===== src/rtl/immediate_formatter_if.sv =====
// Request and character-stream handshake bundle for the immediate formatter.
// The master side issues format requests and consumes characters; the slave side is the formatter.
interface immediate_formatter_if;
  logic        start;
  logic [31:0] immediate;
  logic        term_sel;
  logic        start_ready;
  logic [7:0]  ascii_out;
  logic        ascii_valid;
  logic        ascii_ready;

  modport master (
    output start, immediate, term_sel, ascii_ready,
    input  start_ready, ascii_out, ascii_valid
  );

  modport slave (
    input  start, immediate, term_sel, ascii_ready,
    output start_ready, ascii_out, ascii_valid
  );
endinterface


===== src/rtl/immediate_formatter.sv =====
// Emits a 32-bit immediate as an ASCII token "x<hex digits><terminator>", one character per handshake.
// First character one cycle after accept; a stalled ascii_ready simply holds the current character.
module immediate_formatter #(
  parameter int UPPERCASE      = 1,
  parameter int SUPPRESS_ZEROS = 1
) (
  input  logic                  clk_in,
  input  logic                  rst_in,
  immediate_formatter_if.slave  bus,
  output logic                  busy_flag,
  output logic                  done_flag
);

  typedef enum logic [2:0] {
    IDLE,
    PREFIX,
    DIGITS,
    TERM,
    DONE
  } state_t;

  localparam logic [7:0] CHAR_X     = 8'h78;
  localparam logic [7:0] CHAR_COMMA = 8'h2C;
  localparam logic [7:0] CHAR_SPACE = 8'h20;
  localparam logic [7:0] ALPHA_BASE = (UPPERCASE != 0) ? 8'h41 : 8'h61;

  state_t      state_q, state_d;
  logic [31:0] value_q, value_d;
  logic [3:0]  ndig_q, ndig_d;
  logic [2:0]  cnt_q, cnt_d;
  logic        term_q, term_d;
  logic [3:0]  nibble;
  logic [7:0]  out_c;
  logic        valid_c;
  logic        start_ready_c;
  logic        busy_c;
  logic        done_c;

  // Highest non-zero nibble index plus one; a zero value still yields one digit.
  function automatic logic [3:0] count_digits(input logic [31:0] v);
    logic [3:0] n;
    n = 4'd1;
    for (int i = 1; i < 8; i++) begin
      if (v[4*i +: 4] != 4'h0) n = 4'(i + 1);
    end
    return n;
  endfunction

  function automatic logic [7:0] hex_char(input logic [3:0] nib);
    logic [7:0] c;
    if (nib < 4'd10) c = 8'h30 + {4'h0, nib};
    else             c = ALPHA_BASE + {4'h0, nib} - 8'd10;
    return c;
  endfunction

  assign nibble = value_q[{cnt_q, 2'b00} +: 4];

  always_ff @(posedge clk_in) begin
    if (!rst_in) begin
      state_q <= IDLE;
      value_q <= '0;
      ndig_q  <= '0;
      cnt_q   <= '0;
      term_q  <= 1'b0;
    end else begin
      state_q <= state_d;
      value_q <= value_d;
      ndig_q  <= ndig_d;
      cnt_q   <= cnt_d;
      term_q  <= term_d;
    end
  end

  // Outputs depend only on registered state; ascii_ready steers next state only.
  always_comb begin
    state_d       = state_q;
    value_d       = value_q;
    ndig_d        = ndig_q;
    cnt_d         = cnt_q;
    term_d        = term_q;
    out_c         = 8'h00;
    valid_c       = 1'b0;
    start_ready_c = 1'b0;
    busy_c        = 1'b1;
    done_c        = 1'b0;

    case (state_q)
      IDLE: begin
        start_ready_c = 1'b1;
        busy_c        = 1'b0;
        if (bus.start) begin
          value_d = bus.immediate;
          term_d  = bus.term_sel;
          ndig_d  = (SUPPRESS_ZEROS != 0) ? count_digits(bus.immediate) : 4'd8;
          state_d = PREFIX;
        end
      end
      PREFIX: begin
        valid_c = 1'b1;
        out_c   = CHAR_X;
        if (bus.ascii_ready) begin
          cnt_d   = 3'(ndig_q - 4'd1);
          state_d = DIGITS;
        end
      end
      DIGITS: begin
        valid_c = 1'b1;
        out_c   = hex_char(nibble);
        if (bus.ascii_ready) begin
          if (cnt_q == 3'd0) state_d = TERM;
          else               cnt_d   = cnt_q - 3'd1;
        end
      end
      TERM: begin
        valid_c = 1'b1;
        out_c   = term_q ? CHAR_SPACE : CHAR_COMMA;
        if (bus.ascii_ready) state_d = DONE;
      end
      DONE: begin
        done_c  = 1'b1;
        state_d = IDLE;
      end
      default: begin
        state_d = IDLE;
      end
    endcase
  end

  assign bus.ascii_out   = out_c;
  assign bus.ascii_valid = valid_c;
  assign bus.start_ready = start_ready_c;
  assign busy_flag       = busy_c;
  assign done_flag       = done_c;

endmodule


===== src/flat_wrapper.sv =====
// flat-port wrapper written by rule: the top's interface ports become plain ports
module immediate_formatter_flat 
#(
  parameter int UPPERCASE      = 1,
  parameter int SUPPRESS_ZEROS = 1
)
  (clk_in, rst_in, busy_flag, done_flag, bus_start, bus_immediate, bus_term_sel, bus_ascii_ready, bus_start_ready, bus_ascii_out, bus_ascii_valid);
  immediate_formatter_if bus_i ();
  input  logic clk_in;
  input  logic rst_in;
  output logic busy_flag;
  output logic done_flag;
  input wire logic [$bits(bus_i.start)-1:0] bus_start;
  input wire logic [$bits(bus_i.immediate)-1:0] bus_immediate;
  input wire logic [$bits(bus_i.term_sel)-1:0] bus_term_sel;
  input wire logic [$bits(bus_i.ascii_ready)-1:0] bus_ascii_ready;
  output wire logic [$bits(bus_i.start_ready)-1:0] bus_start_ready;
  output wire logic [$bits(bus_i.ascii_out)-1:0] bus_ascii_out;
  output wire logic [$bits(bus_i.ascii_valid)-1:0] bus_ascii_valid;
  assign bus_i.start = bus_start;
  assign bus_i.immediate = bus_immediate;
  assign bus_i.term_sel = bus_term_sel;
  assign bus_i.ascii_ready = bus_ascii_ready;
  assign bus_start_ready = bus_i.start_ready;
  assign bus_ascii_out = bus_i.ascii_out;
  assign bus_ascii_valid = bus_i.ascii_valid;
  immediate_formatter #(.UPPERCASE(UPPERCASE), .SUPPRESS_ZEROS(SUPPRESS_ZEROS)) u_core (.clk_in(clk_in), .rst_in(rst_in), .bus(bus_i), .busy_flag(busy_flag), .done_flag(done_flag));
endmodule

===== config.mk =====
export PLATFORM = sky130hd
export DESIGN_NAME = immediate_formatter_flat
export DESIGN_NICKNAME = d
export VERILOG_FILES = /design/src/rtl/immediate_formatter_if.sv /design/src/rtl/immediate_formatter.sv /design/src/flat_wrapper.sv
export SDC_FILE = /design/constraint.sdc
export NUM_CORES = 1
export LEC_CHECK = 0
export ABC_CLOCK_PERIOD_IN_PS = 3140
export CAP_MARGIN = 30
export CORE_MARGIN = 3
export CORE_UTILIZATION = 30
export CTS_CLUSTER_DIAMETER = 30
export CTS_CLUSTER_SIZE = 20
export DETAILED_ROUTE_END_ITERATION = 8
export GPL_ROUTABILITY_DRIVEN = 0
export GPL_TIMING_DRIVEN = 0
export PLACE_DENSITY = 0.61
export SYNTH_ARGS = -nofsm -noshare
export SYNTH_HDL_FRONTEND = slang
export SYNTH_SLANG_ARGS = --single-unit

===== constraint.sdc =====
create_clock -name clk_in -period 3.14 [get_ports clk_in]
set_input_delay 0.628 -clock clk_in [delete_from_list [all_inputs] [get_ports clk_in]]
set_output_delay 0.628 -clock clk_in [all_outputs]
set_load 0.005 [all_outputs]

## After elaboration in Yosys (flattened, before gate mapping)

Index checks and enable logic that the tools add are counted.

- Add/sub/neg operators: 5
- Multiply operators: 0
- Div/mod/pow operators: 0
- Magnitude comparators: 1
- Equality and inequality tests: 10
- Shifts and indexed selects: 1
- Multiplexer cells: 24
- Bitwise operators: 0
- Reduce and logical (&&, ||, !) cells: 14

Operators with widths:

| operator | number |
|---|---|
| 2-to-1 mux 3 bit | 13 |
| variable part select 32 x 6 -> 4 bit | 1 |
| nonzero test 4 bit | 7 |
| one-hot mux 8 bit (3 select lines) | 1 |
| one-hot mux 3 bit (4 select lines) | 1 |
| inequality test 2 bit, second input constant | 5 |
| adder 7 x 4 -> 8 bit, first input constant | 1 |
| 2-to-1 mux 8 bit | 1 |
| subtractor 8 x 4 -> 8 bit, second input constant | 1 |
| adder 6 x 4 -> 7 bit, first input constant | 1 |
| equality test 3 x 2 -> 1 bit, second input constant | 2 |
| logical NOT 3 bit | 2 |
| one-hot mux 3 bit (2 select lines) | 1 |
| subtractor 3 x 1 -> 3 bit, second input constant | 2 |
| AND reduction 5 bit | 1 |
| less-than comparator 4 bit, second input constant | 1 |
| 2-to-1 mux 1 bit | 4 |
| 2-to-1 mux 2 bit | 2 |
| 2-to-1 mux 4 bit | 1 |
| AND reduction 4 bit | 1 |
| equality test 3 x 1 -> 1 bit, second input constant | 1 |
| equality test 3 bit, second input constant | 1 |
| OR reduction 3 bit | 1 |
| inequality test 2 x 1 -> 1 bit, second input constant | 1 |
| other kinds (2) | 2 |

- Flip-flop bits (word level): 42
- Latch bits: 0
- RAM bits: 0
- Bits in read-only memories: 0
- Output and inout port bits: 12
- Logic and storage cells: 60
- Memories: 0

## Depth between registers and ports, before layout

Gate-level depths: netlist of the first run.

- Word-level depth: 8
- Depth in mapped cells: 7
- Depth with buffers taken out: 6

## Least setup slack after synthesis of the first run

No wires, ideal clock.

- Path type: flip-flop to output port
- From: register u_core.cnt_q[0]
- To: output port bus_ascii_out[1]
- Arrival: 1.892 ns
- Required time: 2.512 ns
- Slack: 0.620 ns
- Cell stages (with the launch flop): 6
- Buffers on the path: 1
- Path through: dfxtp_1 > buf_6 > mux4_2 > mux2i_2 > ha_1 > a221oi_1

- Word-level cells in the longest chain between the ends: 5
- Elaborated cells between the ends (all ways): 7

Ends and longest elaborated chain:

| what | line | source |
|---|---|---|
| from (decl) | immediate_formatter.sv:30 | `logic [2:0] cnt_q, cnt_d;` |
| from (signal assigned) | immediate_formatter.sv:69 | `cnt_q <= cnt_d;` |
| variable part select 32 x 6 -> 4 bit (*) | immediate_formatter.sv:56 | `assign nibble = value_q[{cnt_q, 2'b00} +: 4];` |
| adder 7 x 4 -> 8 bit | immediate_formatter.sv:52 | `else c = ALPHA_BASE + {4'h0, nib} - 8'd10;` |
| subtractor 8 x 4 -> 8 bit | immediate_formatter.sv:52 |  |
| 2-to-1 mux 8 bit (*) | immediate_formatter.sv:51 | `if (nib < 4'd10) c = 8'h30 + {4'h0, nib};` |
| one-hot mux 8 bit (3 select lines) (*) | immediate_formatter.sv:87 | `case (state_q)` |
| to (decl) | flat_wrapper.sv:18 | `output wire logic [$bits(bus_i.ascii_out)-1:0] bus_ascii_out;` |

Mark *: on every way between the ends. The rest lies on a longest branch, timed or not.

## Worst setup path after layout of the first run

- From: register u_core.cnt_q[0]
- To: output port bus_ascii_out[3]

Same word-level chain as after synthesis.

==> results of run 1 <==
what timing repair did:
action,in CTS,in global routing
setup endpoints to repair,7,5
pin swaps,1,1
setup buffers,10,2
gates resized for setup,12,9
cell type report:
| type | instances | area share [%] |
|---|---|---|
| Buffer | 17 | 3.64 |
| Clock buffer | 7 | 2.96 |
| Clock inverter | 1 | 0.171 |
| Inverter | 5 | 0.643 |
| Multi-Input combinational cell | 194 | 40.7 |
| Sequential cell | 42 | 28.8 |
| Tap cell | 96 | 4.11 |
| Timing Repair Buffer | 58 | 18.9 |
power groups by stage:
| stage | sequential (W) | combinational (W) | clock, W |
|---|---|---|---|
| 5_1_grt | 0.000602 | 0.000419 | 0.000392 |
| 3_3_place_gp | 0.000608 | 0.000330 | 0 |
| 2_1_floorplan | 0.000600 | 0.000202 | 0 |
| 6_report | 0.000598 | 0.000381 | 0.000356 |
| 3_5_place_dp | 0.000609 | 0.000336 | 0 |
| 4_1_cts | 0.000597 | 0.000362 | 0.000365 |
Yosys cell counts, types with 2 or more instances:
cell	count	area [um2]
and2_1	3	18.8
nor2b_1	2	12.5
inv_1	5	18.8
clkbuf_1	11	41.3
nand2_1	82	308
nand3_1	4	20.0
xor2_1	2	17.5
o21ai_0	8	40.0
ha_1	2	25.0
or3_1	2	12.5
dfxtp_1	42	841
a211oi_1	2	15.0
nor2_1	10	37.5
a21oi_1	37	185
a21boi_0	2	15.0
or4_1	2	15.0
mux4_1	5	131
mux4_2	3	67.6
a31oi_1	2	12.5
nor4_1	6	37.5
o21ai_1	2	10.0
buf_6	2	22.5
mux2i_1	3	30.0
sequential cells by signal, indices dropped and copies added, names as in the netlist:
| name | flops |
|---|---|
| u_core.value_q | 32 |
| u_core.cnt_q | 3 |
| u_core.state_q | 3 |
| u_core.ndig_q | 3 |
| u_core.term_q | 1 |
per-layer routing:
metal | GRT usage, % | wire length (um) | vias to the layer above
met3 | 3.77 | 328 | 12
li1 | - | - | 1023
met1 | 18.2 | 2640 | 943
met4 | 5.99 | 133 | 0
met5 | 0 | 0 | -
met2 | 25.2 | 2780 | 53
stage by stage:
| stage | hold slack (ps) | util, % | cells | setup TNS, ps | total power [W] |
|---|---|---|---|---|---|
| 3_3_place_gp | 440 | 39.7 | 401 | -63.5 | 0.000939 |
| 5_1_grt | 471 | 42.7 | 420 | -5.90 | 0.00141 |
| 3_5_place_dp | 445 | 39.7 | 401 | -178 | 0.000945 |
| 4_1_cts | 456 | 42.1 | 418 | 0 | 0.00132 |
| 2_1_floorplan | 432 | - | 258 | 0 | 0.000802 |
| 6_report | 456 | 42.7 | 420 | 0 | 0.00134 |
critical path, stage by stage (launching register included):
cell	delay [ps]
dfxtp_2	360
buf_12	140
mux4_2	550
mux2i_4	220
buf_6	150
nand2_1	50
o21ai_1	150
clkdlybuf4s50_1	520
worst max path at each step:
stage / start / endpoint / slack (ps) / depth (start not counted)
floorplan: u_core.cnt_q[0] / bus_ascii_out[1] / 620 / 5
global placement: u_core.cnt_q[0] / bus_ascii_out[1] / -60 / 6
detailed placement: u_core.cnt_q[0] / bus_ascii_out[1] / -110 / 6
CTS: u_core.cnt_q[0] / bus_ascii_out[6] / 10 / 7
global route: u_core.cnt_q[0] / bus_ascii_out[2] / -6 / 8
finish: u_core.cnt_q[0] / bus_ascii_out[3] / 90 / 7
kinds of logic (layout without fill, tap and decap cells):
logic type	after synthesis	after routing	synth area share [%]
AND/OR/NAND/NOR	117	117	23.9
AO/OA/AOI/OAI	58	58	15.6
flip-flops	42	42	39.6
buffers and inverters	22	88	5.49
multiplexers	14	14	13.2
adder cells (fa/ha/maj)	2	2	1.18
XOR/XNOR	2	2	0.826
other	1	1	0.177
==> results.py, run 1 <==
metrics = {
    "status": {
        "status": "finished clean",
    },
    "layout": {
        "final_common_cell": "nand2_1",
        "antenna_cells": 0,
        "areaGrowthSynthToFinish_pct": 37.6,
        "stdcell_area_um2": 2920,
        "drive_gt1_share_pct": 12.3,
        "nNetsFinal": 362,
        "regArea_um2": 842,
        "final_cell_mix": "nand2_1, clkdlybuf4s50_1, dfxtp_1",
        "multiInputGateArea_um2": 1190,
        "nFillCells": 710,
    },
    "placed_design": {
        "port_buffers": 47,
        "post-dp-hpwl_mm": 4.30,
        "post_dp_cell_area_um2": 2710,
        "post-place-ws_ps": -114,
    },
    "critical_path": {
        "cp.arrival_ps": 2430,
        "r2r-end": "u_core.cnt_q[2]",
        "crit_path_max_fanout": 8,
        "crit_required_ps": 2510,
        "crit_path_end_kind": "output port",
        "worstSetupPathType": "flop to output port",
        "crit_path_start_kind": "flop",
        "r2r_setup_slack_ps": 1280,
        "reg2regPathDepth": 6,
        "worstReg2RegStart": "u_core.state_q[2]",
    },
    "clock_tree": {
        "htree_levels": 2,
        "max-clock-path-buffers": 2,
        "clock_latency_ps": 290,
        "hold_buffers": 0,
        "path_clk_slew_ps": 70,
        "numCtsBuffers": 5,
        "cts-root-buf": "clkbuf_8",
        "tritoncts": "built",
        "cts.sinks": 42,
    },
    "hold_path": {
        "hold_depth": 2,
        "min_to": "u_core.value_q[29]",
        "hp-class": "flop to flop",
        "min_from": "u_core.value_q[29]",
    },
    "pwr": {
        "p_seq_share_pct": 44.8,
        "power.internal_w": 0.000948,
        "switchingPower_w": 0.000388,
        "combinationalPowerShare_pct": 28.5,
        "powerDensity_nw_per_um2": 457,
        "swShare_pct": 29.0,
        "leakage_nw": 1.08,
        "peakVddDrop_mv": 0.175,
        "clock_power_share_pct": 26.7,
    },
    "floorplan": {
        "die_h_um": 90.1,
        "die_area_um2": 8110,
        "die_w_um": 90.1,
        "rows": 30,
        "initial_core_util_pct": 31.0,
        "ioPinCount": 49,
        "coreArea_um2": 6830,
    },
    "grt": {
        "antenna_found_initial": 0,
        "grt_pass1_wl_mm": 9.75,
        "grt_pass1_vias": 2048,
        "grt-ovfl-total": 0,
        "grt_usage_pct": 14.9,
        "grt_max_degree": 13,
    },
    "sta": {
        "fin_crit_sh_pct": 97.2,
        "relSlewSlack_pct": 63.4,
        "period_needed_ps": 3050,
        "tightestPinTransition_ps": 545,
        "hold_violations": 0,
        "setup_ws_ps": 86.4,
        "fin_skew_ps": 5.67,
        "slew_viol_final": 0,
        "finalSetupViolCount": 0,
        "timing.fmax_mhz": 327,
    },
    "synth": {
        "netlist_instances": 258,
        "synth-seq-cells": 42,
        "synth_edf_count": 0,
        "avgSynthCellArea_um2": 8.22,
        "synthFlopType": "dfxtp_1",
        "ys_seq_area_share_pct": 39.6,
        "synth_nets": 297,
        "post_synth_num_cell_types": 42,
        "synthArstFlopShare_pct": 0,
        "syn_area_um2": 2120,
        "yosys_warnings": 0,
    },
    "routing": {
        "viasPerCell": 4.84,
        "num_vias": 2031,
        "drc_errors": 0,
        "drtAntennaViolNets": 0,
        "first_pass_iters": 4,
        "wl_per_cell_um": 14.0,
        "routed_wl_mm": 5.88,
        "drt_iter0_markers": 146,
    },
    "flow_run": {
        "cap_violations": 0,
    },
}
(Power assumes the default switching activity.)
==> inputs of run 2 (changes only) <==
--- a/config.mk
+++ b/config.mk
@@ -15,6 +15,7 @@
 export GPL_ROUTABILITY_DRIVEN = 0
 export GPL_TIMING_DRIVEN = 0
 export PLACE_DENSITY = 0.61
+export RECOVER_POWER = 50
 export SYNTH_ARGS = -nofsm -noshare
 export SYNTH_HDL_FRONTEND = slang
 export SYNTH_SLANG_ARGS = --single-unit
==> run 2 against run 1 <==
Against the previous run: register-to-register slack about the same; combinational power about the same; global-route usage unchanged; clock power about the same; via count about the same; setup slack about the same; die area unchanged; non-clock buffer count unchanged; largest cell class unchanged; fmax about the same; critical path type unchanged; flip-flop and latch count unchanged; cell area unchanged.
==> results.py, run 2 (synthesis gave the netlist of run 1 again) <==
metrics = {
    "clock_tree": {
        "cts-root-buf": "clkbuf_8",
        "htree_levels": 2,
        "clock_latency_ps": 290,
        "numCtsBuffers": 5,
        "tritoncts": "built",
        "max-clock-path-buffers": 2,
        "path_clk_slew_ps": 70,
        "cts.sinks": 42,
        "hold_buffers": 0,
    },
    "floorplan": {
        "die_w_um": 90.1,
        "ioPinCount": 49,
        "die_area_um2": 8110,
        "coreArea_um2": 6830,
        "die_h_um": 90.1,
        "initial_core_util_pct": 31.0,
        "rows": 30,
    },
    "pwr": {
        "peakVddDrop_mv": 0.175,
        "leakage_nw": 1.08,
        "powerDensity_nw_per_um2": 457,
        "p_total_w": 0.00133,
    },
    "routing": {
        "routed_wl_mm": 5.88,
        "first_pass_iters": 4,
        "drtAntennaViolNets": 0,
        "wl_per_cell_um": 14.0,
        "drc_errors": 0,
        "drt_iter0_markers": 146,
        "viasPerCell": 4.84,
        "num_vias": 2033,
    },
    "critical_path": {
        "cp.arrival_ps": 2430,
        "reg2regPathDepth": 6,
        "cp-startpoint": "u_core.cnt_q[0]",
        "crit_path_max_fanout": 8,
        "worstReg2RegStart": "u_core.state_q[2]",
        "crit_path_start_kind": "flop",
        "crit_required_ps": 2510,
        "worstSetupEndpoint": "bus_ascii_out[3]",
        "crit_path_end_kind": "output port",
        "r2r_setup_slack_ps": 1280,
        "r2r-end": "u_core.cnt_q[2]",
        "worstSetupPathType": "flop to output port",
    },
    "grt": {
        "grt_usage_pct": 14.9,
        "grt_max_degree": 13,
        "grt_pass1_vias": 2048,
        "grt_pass1_wl_mm": 9.75,
        "grt-ovfl-total": 0,
        "antenna_found_initial": 0,
    },
    "layout": {
        "final_common_cell": "nand2_1",
        "nFillCells": 710,
        "drive_gt1_share_pct": 12.3,
        "nNetsFinal": 362,
        "top_register": "u_core.value_q",
        "stdcell_area_um2": 2920,
        "final_cell_mix": "nand2_1, dfxtp_1, clkdlybuf4s50_1",
        "largest_register_ffs": 32,
        "areaGrowthSynthToFinish_pct": 37.6,
        "antenna_cells": 0,
        "fin_util_pct": 42.7,
    },
    "hold_path": {
        "hp-class": "flop to flop",
        "hold_depth": 2,
    },
    "status": {
        "status": "finished clean",
    },
    "sta": {
        "timing.fmax_mhz": 327,
        "tightestPinTransition_ps": 545,
        "period_needed_ps": 3050,
        "slew_viol_final": 0,
        "finalSetupViolCount": 0,
        "fin_crit_sh_pct": 97.3,
        "hold_violations": 0,
        "fin_skew_ps": 5.46,
        "relSlewSlack_pct": 63.4,
    },
    "placed_design": {
        "post_dp_cell_area_um2": 2710,
        "post-dp-hpwl_mm": 4.30,
        "port_buffers": 47,
    },
    "flow_run": {
        "cap_violations": 0,
    },
}
-- run 2: area by class of cell --
cell class | count | area, um2 | share of cell area [%]
repair buffers | 58 | 553 | 18.9
plain buffers | 17 | 106 | 3.64
well taps | 96 | 120 | 4.11
multi-input cells | 194 | 1190 | 40.7
flip-flops and latches | 42 | 842 | 28.8
clock inverters | 1 | 5.00 | 0.171
inverters | 5 | 18.8 | 0.643
clock buffers | 7 | 86.3 | 2.96
-- run 2: worst min-delay path by stage --
stage / slack [ps] / endpoint / from
finish: 460 / u_core.value_q[29] / u_core.value_q[29]
floorplan: 430 / u_core.value_q[13] / u_core.value_q[13]
detailed placement: 440 / u_core.value_q[2] / u_core.value_q[2]
CTS: 460 / u_core.value_q[2] / u_core.value_q[2]
global route: 470 / u_core.value_q[0] / u_core.value_q[0]
global placement: 440 / u_core.value_q[2] / u_core.value_q[2]
-- run 2: repair_timing --
| action | CTS | global route |
|---|---|---|
| pin swaps | 1 | 1 |
| buffers inserted | 10 | 2 |
| resized for setup | 12 | 9 |
| endpoints found under the setup margin | 7 | 5 |
-- run 2: worst max-delay path, cell delays in order, from the launching register on --
cell	delay, ps
dfxtp_2	360
buf_12	140
mux4_2	550
mux2i_4	220
buf_6	150
nand2_1	50
o21ai_1	150
clkdlybuf4s50_1	520
-- run 2: routing by layer --
metal	track usage (%)	wire [um]	share of wire, %	vias up
li1	-	-	-	1023
met1	18.2	2600	44	941
met2	25.2	2780	47	57
met3	3.77	365	6.2	12
met4	5.99	133	2.3	0
met5	0	0	0	-
-- run 2: power breakdown --
| part | leakage (nW) | total [W] | switching (W) | internal (W) |
|---|---|---|---|---|
| clock | 0.0482 | 0.000356 | 0.000179 | 0.000177 |
| sequential | 0.345 | 0.000598 | 0.0000248 | 0.000573 |
| combinational | 0.684 | 0.000381 | 0.000184 | 0.000197 |
-- run 2: through the flow --
step | hold slack (ps) | worst slack, ps | instances | setup TNS [ps]
5_1_grt | 471 | -5.90 | 420 | -5.90
3_3_place_gp | 440 | -63.5 | 401 | -63.5
6_report | 456 | 86.3 | 420 | 0
2_1_floorplan | 432 | 620 | 258 | 0
3_5_place_dp | 445 | -114 | 401 | -178
4_1_cts | 456 | 12.9 | 418 | 0
